--- src/rtl/scan_decoder_pkg.sv ---
// Shared types and helpers for the registered select decoder with autonomous scan mode.
package scan_decoder_pkg;

    typedef enum logic [1:0] {
        IDLE   = 2'd0,
        DIRECT = 2'd1,
        SCAN   = 2'd2
    } state_e;

    localparam logic MODE_DIRECT = 1'b0;
    localparam logic MODE_SCAN   = 1'b1;

    // Level of a deasserted output line for the given polarity.
    function automatic logic inactive_level(input logic active_low);
        return active_low;
    endfunction

endpackage

--- src/rtl/scan_decoder_onehot_decode.sv ---
// Combinational SEL_W -> 2^SEL_W line decoder, one-hot or one-cold.
module onehot_decode #(
    parameter int unsigned SEL_W      = 2,
    parameter int unsigned ACTIVE_LOW = 1
) (
    input  logic [SEL_W-1:0]        sel,
    output logic [(1<<SEL_W)-1:0]   dout
);

    localparam int unsigned N_OUT = 1 << SEL_W;

    logic [N_OUT-1:0] hot;

    always_comb begin
        hot      = '0;
        hot[sel] = 1'b1;
        dout     = (ACTIVE_LOW != 0) ? ~hot : hot;
    end

endmodule

--- src/rtl/scan_decoder.sv ---
// Registered decoder with active-low enable; scan mode walks every line with a
// programmable dwell per slot.
module scan_decoder
    import scan_decoder_pkg::*;
#(
    parameter int unsigned SEL_W      = 2,
    parameter int unsigned DWELL_W    = 4,
    parameter int unsigned ACTIVE_LOW = 1
) (
    input  logic                    clk,
    input  logic                    rst_n,
    input  logic                    en_n,
    input  logic                    mode,
    input  logic [SEL_W-1:0]        sel,
    input  logic [DWELL_W-1:0]      dwell,
    output logic [(1<<SEL_W)-1:0]   dout,
    output logic [SEL_W-1:0]        cur_sel,
    output logic                    valid,
    output logic                    wrap
);

    localparam int unsigned N_OUT = 1 << SEL_W;
    localparam logic        INACT = inactive_level(ACTIVE_LOW != 0);

    state_e               state_q;
    logic [SEL_W-1:0]     idx_q;
    logic [DWELL_W-1:0]   cnt_q;
    logic [DWELL_W-1:0]   dwell_q;

    logic                 slot_end;
    logic [SEL_W-1:0]     dec_sel;
    logic [N_OUT-1:0]     dec_out;

    // Index that the coming edge will present on dout.
    always_comb begin
        slot_end = (cnt_q == dwell_q);
        dec_sel  = sel;
        if (mode == MODE_SCAN) begin
            if (state_q != SCAN) begin
                dec_sel = '0;
            end else if (slot_end) begin
                dec_sel = idx_q + SEL_W'(1);
            end else begin
                dec_sel = idx_q;
            end
        end
    end

    onehot_decode #(
        .SEL_W      (SEL_W),
        .ACTIVE_LOW (ACTIVE_LOW)
    ) u_decode (
        .sel  (dec_sel),
        .dout (dec_out)
    );

    always_ff @(posedge clk) begin
        if (!rst_n) begin
            state_q <= IDLE;
            idx_q   <= '0;
            cnt_q   <= '0;
            dwell_q <= '0;
            dout    <= {N_OUT{INACT}};
            cur_sel <= '0;
            valid   <= 1'b0;
            wrap    <= 1'b0;
        end else if (en_n) begin
            state_q <= IDLE;
            idx_q   <= '0;
            cnt_q   <= '0;
            dout    <= {N_OUT{INACT}};
            cur_sel <= '0;
            valid   <= 1'b0;
            wrap    <= 1'b0;
        end else begin
            dout    <= dec_out;
            cur_sel <= dec_sel;
            valid   <= 1'b1;
            if (mode == MODE_DIRECT) begin
                state_q <= DIRECT;
                idx_q   <= '0;
                cnt_q   <= '0;
                wrap    <= 1'b0;
            end else if (state_q != SCAN) begin
                state_q <= SCAN;
                idx_q   <= '0;
                cnt_q   <= '0;
                dwell_q <= dwell;
                wrap    <= 1'b0;
            end else if (slot_end) begin
                idx_q   <= dec_sel;
                cnt_q   <= '0;
                dwell_q <= dwell;
                wrap    <= &idx_q;
            end else begin
                cnt_q   <= cnt_q + DWELL_W'(1);
                wrap    <= 1'b0;
            end
        end
    end

    assert property (@(posedge clk) disable iff (!rst_n)
        $countones(dout ^ {N_OUT{INACT}}) <= 1);
    assert property (@(posedge clk) disable iff (!rst_n)
        valid |-> $onehot(dout ^ {N_OUT{INACT}}));

endmodule

--- config.mk ---
export PLATFORM = sky130hd
export DESIGN_NAME = scan_decoder
export DESIGN_NICKNAME = d
export VERILOG_FILES = /design/src/rtl/scan_decoder_pkg.sv /design/src/rtl/scan_decoder_onehot_decode.sv /design/src/rtl/scan_decoder.sv
export SDC_FILE = /design/constraint.sdc
export NUM_CORES = 1
export LEC_CHECK = 0
export ABC_AREA = 0
export ABC_CLOCK_PERIOD_IN_PS = 2100
export CORE_MARGIN = 10
export CORE_UTILIZATION = 46
export DETAILED_ROUTE_END_ITERATION = 7
export PLACE_DENSITY = 0.85
export SKIP_CTS_REPAIR_TIMING = 1
export SYNTH_ARGS = -nofsm -noshare
export SYNTH_HDL_FRONTEND = slang
export SYNTH_SLANG_ARGS = --single-unit
--- constraint.sdc ---
create_clock -name clk -period 2.1 [get_ports clk]
set_clock_uncertainty 0.05 [all_clocks]
set_input_delay 0.315 -clock clk [delete_from_list [all_inputs] [get_ports clk]]
set_output_delay 0.315 -clock clk [all_outputs]
set_load 0.01 [all_outputs]
; ---- Word level (Yosys, flattened, before mapping)
; Index checks and enable logic that the tools add are counted.
; W data, S select, Z words.
[classes]
reduce_logical = 9
magnitude_cmp = 2
eq_ne = 3
bitwise = 5
div = 0
shifts = 0
add_sub_neg = 2
mul = 0
mux = 10
[ops]
columns = operator, count
row1 = $reduce_or A5 Y1, 2
row2 = $mux W4, 2
row3 = $mux W2, 3
row4 = $add A4 B1 Y4 const B, 1
row5 = $eq A4 B4 Y1, 1
row6 = $mux W1, 4
row7 = $not A1 Y1, 4
row8 = $not A4 Y4, 1
row9 = $reduce_or A4 Y1, 1
row10 = $lt A2 B3 Y1 const B, 1
row11 = $reduce_and A3 Y1, 1
row12 = $reduce_or A3 Y1, 1
row13 = $add A2 B1 Y2 const B, 1
row14 = $demux W1 S2, 1
row15 = $ge A2 B1 Y1 const B, 1
row16 = $ne A2 B1 Y1 const B, 1
row17 = $ne A2 B2 Y1 const B, 1
row18 = $reduce_and A2 Y1, 1
row19 = $reduce_bool A2 Y1, 1
row20 = $reduce_or A2 Y1, 1
row21 = $logic_and A1 B1 Y1, 1
[word_totals]
mem_bits_rw = 0
elab_cells = 40
output_inout_bits = 8
mem_bits_ro = 0
n_memories = 0
latch_bits = 0
reg_bits = 20

; ---- Longest topological paths before layout
; Gate-level depths: netlist (run 1).
[logic_depth]
word_depth = 9
depth_mapped = 6

; ---- Cells and area by module
; Synthesis (run 1) repeated with hierarchy kept, for this count alone.
[hier_totals]
hier_cells = 84
hier_area_um2 = 805.8
[by_module_without_submodules]
columns = module, area_each_um2, cells_each, n_inst
row1 = scan_decoder, 783.3, 80, 1
row2 = onehot_decode, 22.5, 4, 1

; ---- Worst setup path before layout (run 1)
; OpenSTA, ideal clock, no wires.
[synth_path]
path_kind = reg-to-reg
start = register cnt_q[2]
end = register dout[0]
period_less_slack_ps = 1429
t_required_ps = 1906
n_path_buf = 1
arrival_time_ps = 1236
slack_ps = 671
path_stages_with_launch = 6
path_cell_list = dfxtp_1 xnor2_1 and4_1 buf_6 a311oi_1 o2111ai_1
[synth_via]
elab_chain_len = 9
elab_cells_between_ends = 10
[synth_lines]
columns = item, line
row1 = from (decl), scan_decoder.sv:27  ; logic [DWELL_W-1:0] cnt_q;
row2 = from (signal assigned), scan_decoder.sv:96  ; cnt_q <= cnt_q + DWELL_W'(1);
row3 = $eq A4 B4 Y1 (*), scan_decoder.sv:36  ; slot_end = (cnt_q == dwell_q);
row4 = $mux W2 (*), scan_decoder.sv:41  ; end else if (slot_end) begin
row5 = $mux W2 (*), scan_decoder.sv:39  ; if (state_q != SCAN) begin
row6 = $mux W2 (*), scan_decoder.sv:38  ; if (mode == MODE_SCAN) begin
row7 = $lt A2 B3 Y1 (not written as such) or $ge A2 B1 Y1 (tied branches), scan_decoder_onehot_decode.sv:16  ; hot[sel] = 1'b1;
row8 = $logic_and A1 B1 Y1 (not written as such), scan_decoder_onehot_decode.sv:16
row9 = $mux W1 (not written as such), scan_decoder_onehot_decode.sv:16
row10 = $demux W1 S2 (*), -
row11 = $not A4 Y4 (*), scan_decoder_onehot_decode.sv:17  ; dout = (ACTIVE_LOW != 0) ? ~hot : hot;
row12 = to (signal assigned), scan_decoder.sv:63  ; dout <= {N_OUT{INACT}};
row13 = to (signal assigned), scan_decoder.sv:71  ; dout <= {N_OUT{INACT}};
row14 = to (signal assigned), scan_decoder.sv:76  ; dout <= dec_out;
row15 = to (decl), scan_decoder.sv:16  ; output logic [(1<<SEL_W)-1:0] dout,
; Every way passes the cells marked *; elsewhere a longest branch is shown, timed or not.
; A chain may end at the register's enable or synchronous reset.

; ---- Worst setup path after layout (run 1)
[layout_path]
start = register cnt_q[0]
end = register dout[2]
; Same word-level chain as after synthesis.

==> impl_results.md, run 1 <==
- P_leak: 0.0004175 µW
- Area growth, synth to finish: 28.90%
- Area contributors post-synth: dfxtp_1 49%, mux2i_1 7.3%, xnor2_1 6.4%
- Antenna viol nets, final: 0
- GP Congestion: 0.8374
- Post-route cell area: 1055 µm²
- Layout Cells excl Fill: 126
- RSZ-0062 raised after global routing: false
- Mux contribution to synthesized area: 7.339%
- Detailed Place HPWL: 1190 µm
- Post-Synthesis Cell Area: 818.3 µm²
- Final wirelength: 1480 µm
- Share of layout cells above drive strength 1: 8.911%
- Grt ovf: 0
- Critical path data arrival time: 1.78 ns
- Status: finished clean
- Sequential fraction of the synthesis area: 48.93%
- Yosys warns: 0
- Max cap viols: 0
- Via count: 617
- Dpl ws: 0.1461 ns
- Starting Density: 47.91%
- Buffers on Ports: 17
- Synthesized area per cell: 10.23 µm²
- Xor-xnor portion of the synthesized cell area: 7.492%
- All-layer global routing usage: 7.824%
- CTS root buf: clkbuf_4
- CTS Buf Count: 3
- Dpl cell area: 1018 µm²
- DRC: 0
- Top-area cell type share of the netlist area: 48.93%
- Syn Inst Count: 80
- Worst-Margin Slew: 0.4124 ns
- Post-synthesis cell type count: 27
- Max-slew violations: 0
- Fmax: 601.2 MHz
- Worst skew pair latency: 0.30 ns
- CTS Sinks: 20
- FF+latch count, synth: 20
- Crit start category: flop
- Crit Path Category: flop to flop
- Hold Path Class: flop to flop
- CTS tree: done
- Final setup vio count: 0
- Largest net degree at the start of global routing: 12
- Worst VDD drop: 323.9 µV
- Syn Nets: 92
- # placed instances: 122
- Bufs on Longest Clock Path: 2
- Core Rows: 15
- DR pass1 iterations: 4
- Post-synthesis adder-cell area fraction: 3.058%
- # IOs: 18
- Diode count: 0
- Initial DRC count: 3
- Final hold violation count: 0
- Period utilization: 79.21%
- Simple-gate share of the synthesized area: 20.95%
- Via/cell ratio: 4.897
- Leading area contributor after synthesis: dfxtp_1
- Fin nets: 114
- Power, Total: 690.8 µW
- Initial antenna violation count: 0
- Slew HR: 72.32%
- Post-DR wirelength/cell: 11.75 µm
- Die height: 62.18 µm
- Clock transition at path regs: 0.10 ns
- Period minus WS final: 1.663 ns
- Vias in the first global route: 595
- Largest family of logic cells by synthesized area: simple AND/OR/NAND/NOR gates
- Die area: 3866 µm²
- First-pass GRT wire length: 2566 µm
- Die width: 62.18 µm
- Core area: 1708 µm²
- Compound-Gate Fraction of Synth Area: 8.410%
- Worst EP required: 2.22 ns
- Setup TNS: 0 ns
- Worst setup EP type: flop
- CTS H-tree lvls: 1
- CP max FO: 7
- Fin worst setup slack: 0.4366 ns
- Power Dens Cells: 654.9 nW/µm²
## cell type report
class,instances,area (µm²)
Inverter,4,15.01
Timing Repair Buffer,19,185.2
Tap cell,25,31.28
Clock buffer,4,36.28
Sequential cell,20,400.4
Multi-Input combinational cell,54,386.6
Fill cell,150,653.1
## cell usage in the layout (no fill, tap or decap)
cell	count
and2_1	2
clkbuf_4	3
or2_2	2
or3_1	2
nand3_1	4
nand2_1	8
nand3b_1	1
o21bai_1	1
o221ai_1	1
xor2_1	1
o311a_4	1
and3b_1	1
nor2_1	6
ha_1	2
xnor2_1	6
mux2i_1	6
buf_4	2
nor2b_1	1
a311oi_1	1
a41oi_1	1
clkbuf_8	1
and4_1	2
nand2b_1	2
dfxtp_1	20
o2111ai_1	1
o21ai_0	1
nand4b_1	1
inv_1	4
clkdlybuf4s50_1	17
## path summary, 6_finish.rpt
path,slack [ns],to,from,depth (start not counted)
setup / recovery,0.44,dout[2],cnt_q[0],4
hold / removal,0.43,dwell_q[0],dwell_q[0],2
setup reg to reg,0.44,dout[2],cnt_q[0],4
hold reg to reg,0.43,dwell_q[0],dwell_q[0],2
## cells by family after synthesis
| group | after synthesis |
|---|---|
| compound gates | 7 |
| flops | 20 |
| simple gates | 32 |
| fa+ha+maj | 2 |
| buf+inv | 6 |
| xor+xnor | 7 |
| mux | 6 |
## where the power goes
part           switching, µW  total [µW]  leakage (µW)  internal (µW)
logic                   34.4        78.9      0.000234           44.4
clock network            111         217     0.0000210            106
registers               5.42         395      0.000163            389
## through the flow
step                hold slack, ns  utilization, %
floorplan                   0.3374               -
global placement            0.4111           59.63
detailed placement          0.4136           59.63
CTS                         0.4324           61.76
global route                0.4393           61.76
finish                      0.4304           61.76
## routing by layer
| metal | track usage [%] | part of all wire [%] | vias up |
|---|---|---|---|
| met1 | 8.821 | 44 | 272 |
| met3 | 3.405 | 8.9 | 5 |
| li1 | - | - | 318 |
| met2 | 12.05 | 45 | 22 |
| met4 | 4.286 | 1.8 | 0 |
| met5 | 0 | 0 | - |
## synth_stat cells
| library cell | instances |
|---|---|
| a311oi_1 | 1 |
| a41oi_1 | 1 |
| and2_1 | 2 |
| and3b_1 | 1 |
| and4_1 | 2 |
| buf_2 | 1 |
| buf_6 | 1 |
| dfxtp_1 | 20 |
| ha_1 | 2 |
| inv_1 | 4 |
| mux2i_1 | 6 |
| nand2_1 | 8 |
| nand2b_1 | 2 |
| nand3_1 | 4 |
| nand3b_1 | 1 |
| nand4b_1 | 1 |
| nor2_1 | 6 |
| nor2b_1 | 1 |
| o2111ai_1 | 1 |
| o21ai_0 | 1 |
| o21bai_1 | 1 |
| o221ai_1 | 1 |
| o311a_4 | 1 |
| or2_2 | 2 |
| or3_1 | 2 |
| xnor2_1 | 6 |
| xor2_1 | 1 |
## flip-flops by register name (all words and copies together) (netlist names)
register and cells:
cnt_q 4, dout 4, dwell_q 4, cur_sel 2, idx_q 2, state_q 2, valid 1, wrap 1
## worst max-delay path: stages, from the launching register on
cell      delay (ns)
dfxtp_1         0.42
xnor2_1         0.16
and4_1          0.41
mux2i_1         0.31
o221ai_1        0.18
No activity file was read; power rests on OpenSTA's default activity.
==> run 2: changes to the inputs <==
--- a/config.mk
+++ b/config.mk
@@ -6,11 +6,11 @@
 export NUM_CORES = 1
 export LEC_CHECK = 0
 export ABC_AREA = 0
-export ABC_CLOCK_PERIOD_IN_PS = 2100
+export ABC_CLOCK_PERIOD_IN_PS = 1500
 export CORE_MARGIN = 10
-export CORE_UTILIZATION = 46
+export CORE_UTILIZATION = 43
 export DETAILED_ROUTE_END_ITERATION = 7
-export PLACE_DENSITY = 0.85
+export PLACE_DENSITY = 0.83
 export SKIP_CTS_REPAIR_TIMING = 1
 export SYNTH_ARGS = -nofsm -noshare
 export SYNTH_HDL_FRONTEND = slang
==> constraint.sdc (replaced) <==
create_clock -name clk -period 1.5 [get_ports clk]
set_clock_uncertainty 0.05 [all_clocks]
set_input_delay 0.225 -clock clk [delete_from_list [all_inputs] [get_ports clk]]
set_output_delay 0.225 -clock clk [all_outputs]
set_load 0.01 [all_outputs]
==> impl_results.md, run 2 (synthesized netlist as in run 1, its figures left out) <==
- Grt ovf: 0 (unchanged)
- Vias in the first global route: 691 (+16%)
- CTS Buf Count: 3 (unchanged)
- Post-DR wirelength/cell: 13.77 µm (+17%)
- Via count: 683 (+11%)
- Core area: 1764 µm² (+3.3%)
- DRC: 0 (unchanged)
- Period minus WS final: 1.558 ns (-0.1057 ns)
- Slew HR: 80.84% (+8.5 points)
- All-layer global routing usage: 8.871% (+1.0 points)
- Final setup vio count: 5 (+5)
- Status: finished with violations
- Final wirelength: 1914 µm (+29%)
- Die area: 4048 µm² (+4.7%)
- Diode count: 0 (unchanged)
- CTS root buf: clkbuf_4
- Bufs on Longest Clock Path: 2 (unchanged)
- Setup crit end: dout[0]
- Buffers on Ports: 17 (unchanged)
- CTS Sinks: 20 (unchanged)
- DR pass1 iterations: 5 (+1)
- Max cap viols: 0 (unchanged)
- GP Congestion: 0.7752 (-7.4%)
- Die height: 63.63 µm (+2.3%)
- Crit start category: flop
- Detailed Place HPWL: 1383 µm (+16%)
- Worst Setup SP: dwell_q[0]
- Antenna viol nets, final: 0 (unchanged)
- Share of layout cells above drive strength 1: 32.46% (+24 points)
- Crit Path Category: flop to flop
- FF/Latch Area: 407.9 µm² (+1.9%)
- Starting Density: 46.38% (-1.5 points)
- Power Dens Cells: 831.9 nW/µm² (+27%)
- Most frequent cells in the layout: 17 x clkdlybuf4s50_1, 15 x buf_4, 14 x dfxtp_1
- CTS H-tree lvls: 1 (unchanged)
- Worst setup EP type: flop
- Die width: 63.63 µm (+2.3%)
- Fin worst setup slack: -0.05764 ns (-0.4943 ns)
- Area of the multi-input gates: 440.4 µm² (+14%)
- # IOs: 18 (unchanged)
- Setup TNS: -0.08312 ns (-0.08312 ns)
- R2R depth: 6 (+2)
- Largest net degree at the start of global routing: 12 (unchanged)
- Via/cell ratio: 4.914 (+0.34%)
- Initial DRC count: 12 (+9)
- Core Rows: 15 (unchanged)
- Worst EP required: 1.63 ns (-0.59 ns)
- CP max FO: 3 (-4)
- Critical path data arrival time: 1.68 ns (-0.10 ns)
- P_leak: 0.0004890 µW (+17%)
- Clock transition at path regs: 0.11 ns (about the same)
- Max-slew violations: 0 (unchanged)
- Worst skew pair latency: 0.30 ns (about the same)
- First-pass GRT wire length: 3001 µm (+17%)
- Final hold violation count: 0 (unchanged)
- R2R Path Start: dwell_q[0]
- Initial antenna violation count: 0 (unchanged)
- Fin nets: 127 (+11%)
- Worst VDD drop: 418.2 µV (+29%)
- Fill cells: 140 (-6.7%)
- Final Hold Slack: 0.4153 ns (-0.01510 ns)
- Failing checks: negative setup slack
- Most common cell after layout, fill and taps aside: clkdlybuf4s50_1
- Period utilization: 103.8% (+25 points)
- Biggest regs: cnt_q (4), dout (4), dwell_q (4)
- RR Endpoint: dout[0]
- Hold Path Class: input pin to flop
- Fmax: 642.0 MHz (+6.8%)
- Area growth, synth to finish: 48.32%
- CTS tree: done
- Worst-Margin Slew: 0.2868 ns (-0.1256 ns)
- R2R setup slack: -0.06 ns (-0.49 ns)
- RSZ-0062 raised after global routing: true
-- run 2: cell types whose count changed in the layout (fill, tap and decap cells not counted), sizes merged --
cell / delta
buf: +13
-- run 2: layout make-up --
| cell class | count | share of cell area [%] |
|---|---|---|
| clock buffers | 4 | 2.990 |
| repair buffers | 32 | 23.30 |
| inverters | 4 | 1.237 |
| well taps | 25 | 2.577 |
| flip-flops and latches | 20 | 33.61 |
| multi-input cells | 54 | 36.29 |
-- run 2: how the worst min path moves through the flow --
stage	start	endpoint	cells after the start
final	dwell[1]	dwell_q[1]	3
after floorplan	mode	state_q[0]	1
after CTS	dwell[1]	dwell_q[1]	3
after global routing	dwell[0]	dwell_q[0]	3
after detailed placement	dwell_q[1]	dwell_q[1]	2
after global placement	dwell_q[0]	dwell_q[0]	2
-- run 2: stage by stage --
step                      setup slack (ns)  std cells  cell area (µm²)  power [µW]  utilization [%]
after floorplan                    0.07074         80            818.3       632.7                -
after CTS                          -0.1567        139             1152        1001            65.32
after global placement             -0.1926        135             1116       691.5            63.26
after global routing               -0.1398        139             1214        1056            68.79
after detailed placement           -0.2912        135             1116       696.1            63.26
final                             -0.05764        139             1214        1010            68.79
-- run 2: report_power, final --
group / switching [µW] / total, µW / internal [µW] / leakage [µW]
registers: 9.85 / 556 / 546 / 0.000166
clock network: 161 / 309 / 148 / 0.0000210
logic: 58.7 / 145 / 86.5 / 0.000302
total: 229 / 1010 / 780 / 0.000489
-- run 2: metal layers --
layer	global-route usage (%)	vias to the layer above	share of wire (%)
met1	9.732	311	43
met5	0	-	0
li1	-	341	-
met2	14.32	25	48
met3	3.357	6	6.6
met4	4.918	0	1.9
-- run 2: worst max-delay path, cell delays in order (launching register included) --
cell and delay (ns):
dfxtp_2 0.36, xnor2_2 0.18, buf_4 0.13, a41oi_2 0.13, a311oi_2 0.31, buf_4 0.17
o2111ai_1 0.10
==> run 3: changes to the inputs <==
--- a/config.mk
+++ b/config.mk
@@ -7,10 +7,13 @@
 export LEC_CHECK = 0
 export ABC_AREA = 0
 export ABC_CLOCK_PERIOD_IN_PS = 1500
+export CAP_MARGIN = 20
 export CORE_MARGIN = 10
 export CORE_UTILIZATION = 43
+export CTS_CLUSTER_DIAMETER = 80
 export DETAILED_ROUTE_END_ITERATION = 7
 export PLACE_DENSITY = 0.83
+export SETUP_SLACK_MARGIN = 0.15
 export SKIP_CTS_REPAIR_TIMING = 1
 export SYNTH_ARGS = -nofsm -noshare
 export SYNTH_HDL_FRONTEND = slang
==> impl_results.md, run 3 (synthesized netlist as in run 1, its figures left out) <==
- Area growth, synth to finish: 49.08%
- Logic pwr share: 15.0% (+0.6 points)
- Max cap viols: 0 (unchanged)
- Antenna viol nets, final: 0 (unchanged)
- Worst VDD drop: 585.8 µV (+40%)
- Fin worst setup slack: 0.05193 ns (+0.1096 ns)
- CTS H-tree lvls: 1 (unchanged)
- Biggest regs: cnt_q (4), dout (4), dwell_q (4)
- Diode count: 0 (unchanged)
- Sw Share: 23.86% (+1.1 points)
- Period utilization: 96.54% (-7.3 points)
- Buffers on Ports: 17 (unchanged)
- GP Congestion: 0.8658 (+12%)
- Clock transition at path regs: 0.10 ns (about the same)
- Worst-Margin Slew: 0.3123 ns (+0.02546 ns)
- DR pass1 iterations: 4 (-1)
- Power Dens Cells: 779.2 nW/µm² (-6.3%)
- Flop pwr share: 58.5% (+3.5 points)
- Worst path max stage delay: 0.35 ns (about the same)
- Slowest CP cell: dfxtp_2
- Bufs on Longest Clock Path: 2 (unchanged)
- Max-slew violations: 0 (unchanged)
- Core Rows: 15 (unchanged)
- Net load switching power: 226.9 µW (-1.1%)
- Worst path cell trace: xnor2_2, and4_4, mux2i_2, o221ai_1
- Initial DRC count: 19 (+7)
- CTS Buf Count: 3 (unchanged)
- Die height: 63.63 µm (unchanged)
- CTS Sinks: 20 (unchanged)
- Crit Path Category: flop to flop
- Initial antenna violation count: 0 (unchanged)
- Critical path data arrival time: 1.59 ns (-0.09 ns)
- FF/Latch Area: 409.1 µm² (+0.31%)
- Crit start category: flop
- Via/cell ratio: 5.022 (+2.2%)
- Period minus WS final: 1.448 ns (-0.1096 ns)
- Power Internal: 723.7 µW (-7.3%)
- Area of the multi-input gates: 454.2 µm² (+3.1%)
- Worst EP required: 1.64 ns (about the same)
- DRC: 0 (unchanged)
- Share of layout cells above drive strength 1: 32.43% (about the same)
- Slew HR: 79.18% (-1.7 points)
- Status: finished clean
- Fmax: 690.6 MHz (+7.6%)
- Post-route cell area: 1220 µm² (+0.52%)
- Final hold violation count: 0 (unchanged)
- Worst skew pair latency: 0.31 ns (about the same)
- Most frequent cells in the layout: 13 x dfxtp_1, 13 x buf_4, 9 x clkdlybuf4s50_1
- Via count: 683 (unchanged)
- Die width: 63.63 µm (unchanged)
- P_leak: 0.0005431 µW (+11%)
- Vias in the first global route: 665 (-3.8%)
- Power share of the clock group: 26.6% (-4.0 points)
- CP max FO: 7 (+4)
- Dpl ws: -0.2684 ns (+0.02274 ns)
- Die area: 4048 µm² (unchanged)
- Fill cells: 140 (unchanged)
- Dpl cell area: 1110 µm² (-0.56%)
- Starting Density: 46.38% (unchanged)
- Post-DR wirelength/cell: 14.20 µm (+3.1%)
- Fin nets: 125 (-1.6%)
- Largest net degree at the start of global routing: 11 (-1)
- CTS root buf: clkbuf_4
- Grt ovf: 0 (unchanged)
- RSZ-0062 raised after global routing: true
- Core area: 1764 µm² (unchanged)
- CTS tree: done
- All-layer global routing usage: 9.840% (+0.97 points)
- First-pass GRT wire length: 3070 µm (+2.3%)
- # IOs: 18 (unchanged)
- Final wirelength: 1931 µm (+0.89%)
- Worst setup EP type: flop
- Detailed Place HPWL: 1468 µm (+6.1%)
- Hold Path Class: input pin to flop
- Final setup vio count: 0 (-5)
run 3: worst paths after layout:
| check | depth (start not counted) | endpoint | from | slack (ns) |
|---|---|---|---|---|
| worst min register to register | 2 | dwell_q[0] | dwell_q[0] | 0.44 |
| worst min-delay path | 3 | dwell_q[3] | dwell[3] | 0.40 |
| worst max-delay path | 4 | dout[2] | cnt_q[0] | 0.05 |
| worst max register to register | 4 | dout[2] | cnt_q[0] | 0.05 |
run 3: final cells by class:
cell class	count	share of cell area, %
repair buffers	30	23.59
flip-flops and latches	20	33.54
clock buffers	3	1.846
inverters	4	1.231
multi-input cells	54	37.23
well taps	25	2.564
run 3: metrics by stage:
stage | cells | utilization [%] | setup TNS (ns) | hold WS [ns] | total power, µW
6_report | 136 | 69.15 | 0 | 0.4023 | 950.6
3_5_place_dp | 133 | 62.91 | -2.332 | 0.4206 | 692.5
5_1_grt | 136 | 69.15 | -0.01910 | 0.4192 | 998.8
2_1_floorplan | 80 | - | 0 | 0.2474 | 634.4
4_1_cts | 136 | 64.18 | -0.8585 | 0.4073 | 940.1
3_3_place_gp | 133 | 62.91 | -1.766 | 0.4060 | 688.0
run 3: power groups by stage:
stage / Clock [µW] / Combinational [µW] / Sequential, µW
2_1_floorplan: 0 / 67.3 / 567
3_3_place_gp: 0 / 123 / 565
3_5_place_dp: 0 / 127 / 566
4_1_cts: 258 / 128 / 553
5_1_grt: 287 / 154 / 558
6_report: 253 / 142 / 556
run 3: layer usage:
layer,up-vias,GRT usage [%],share of wire (%)
met2,15,16.21,51
met4,0,10.11,4.7
met1,321,9.652,41
met3,7,2.297,3.0
li1,340,-,-
met5,-,0,0
run 3: critical path: cells and delay by family, from the launching register on:
kind / cells / cell delay, ns
flops: 1 / 0.35
simple gates: 1 / 0.33
mux: 1 / 0.28
xor+xnor: 1 / 0.19
compound gates: 1 / 0.13
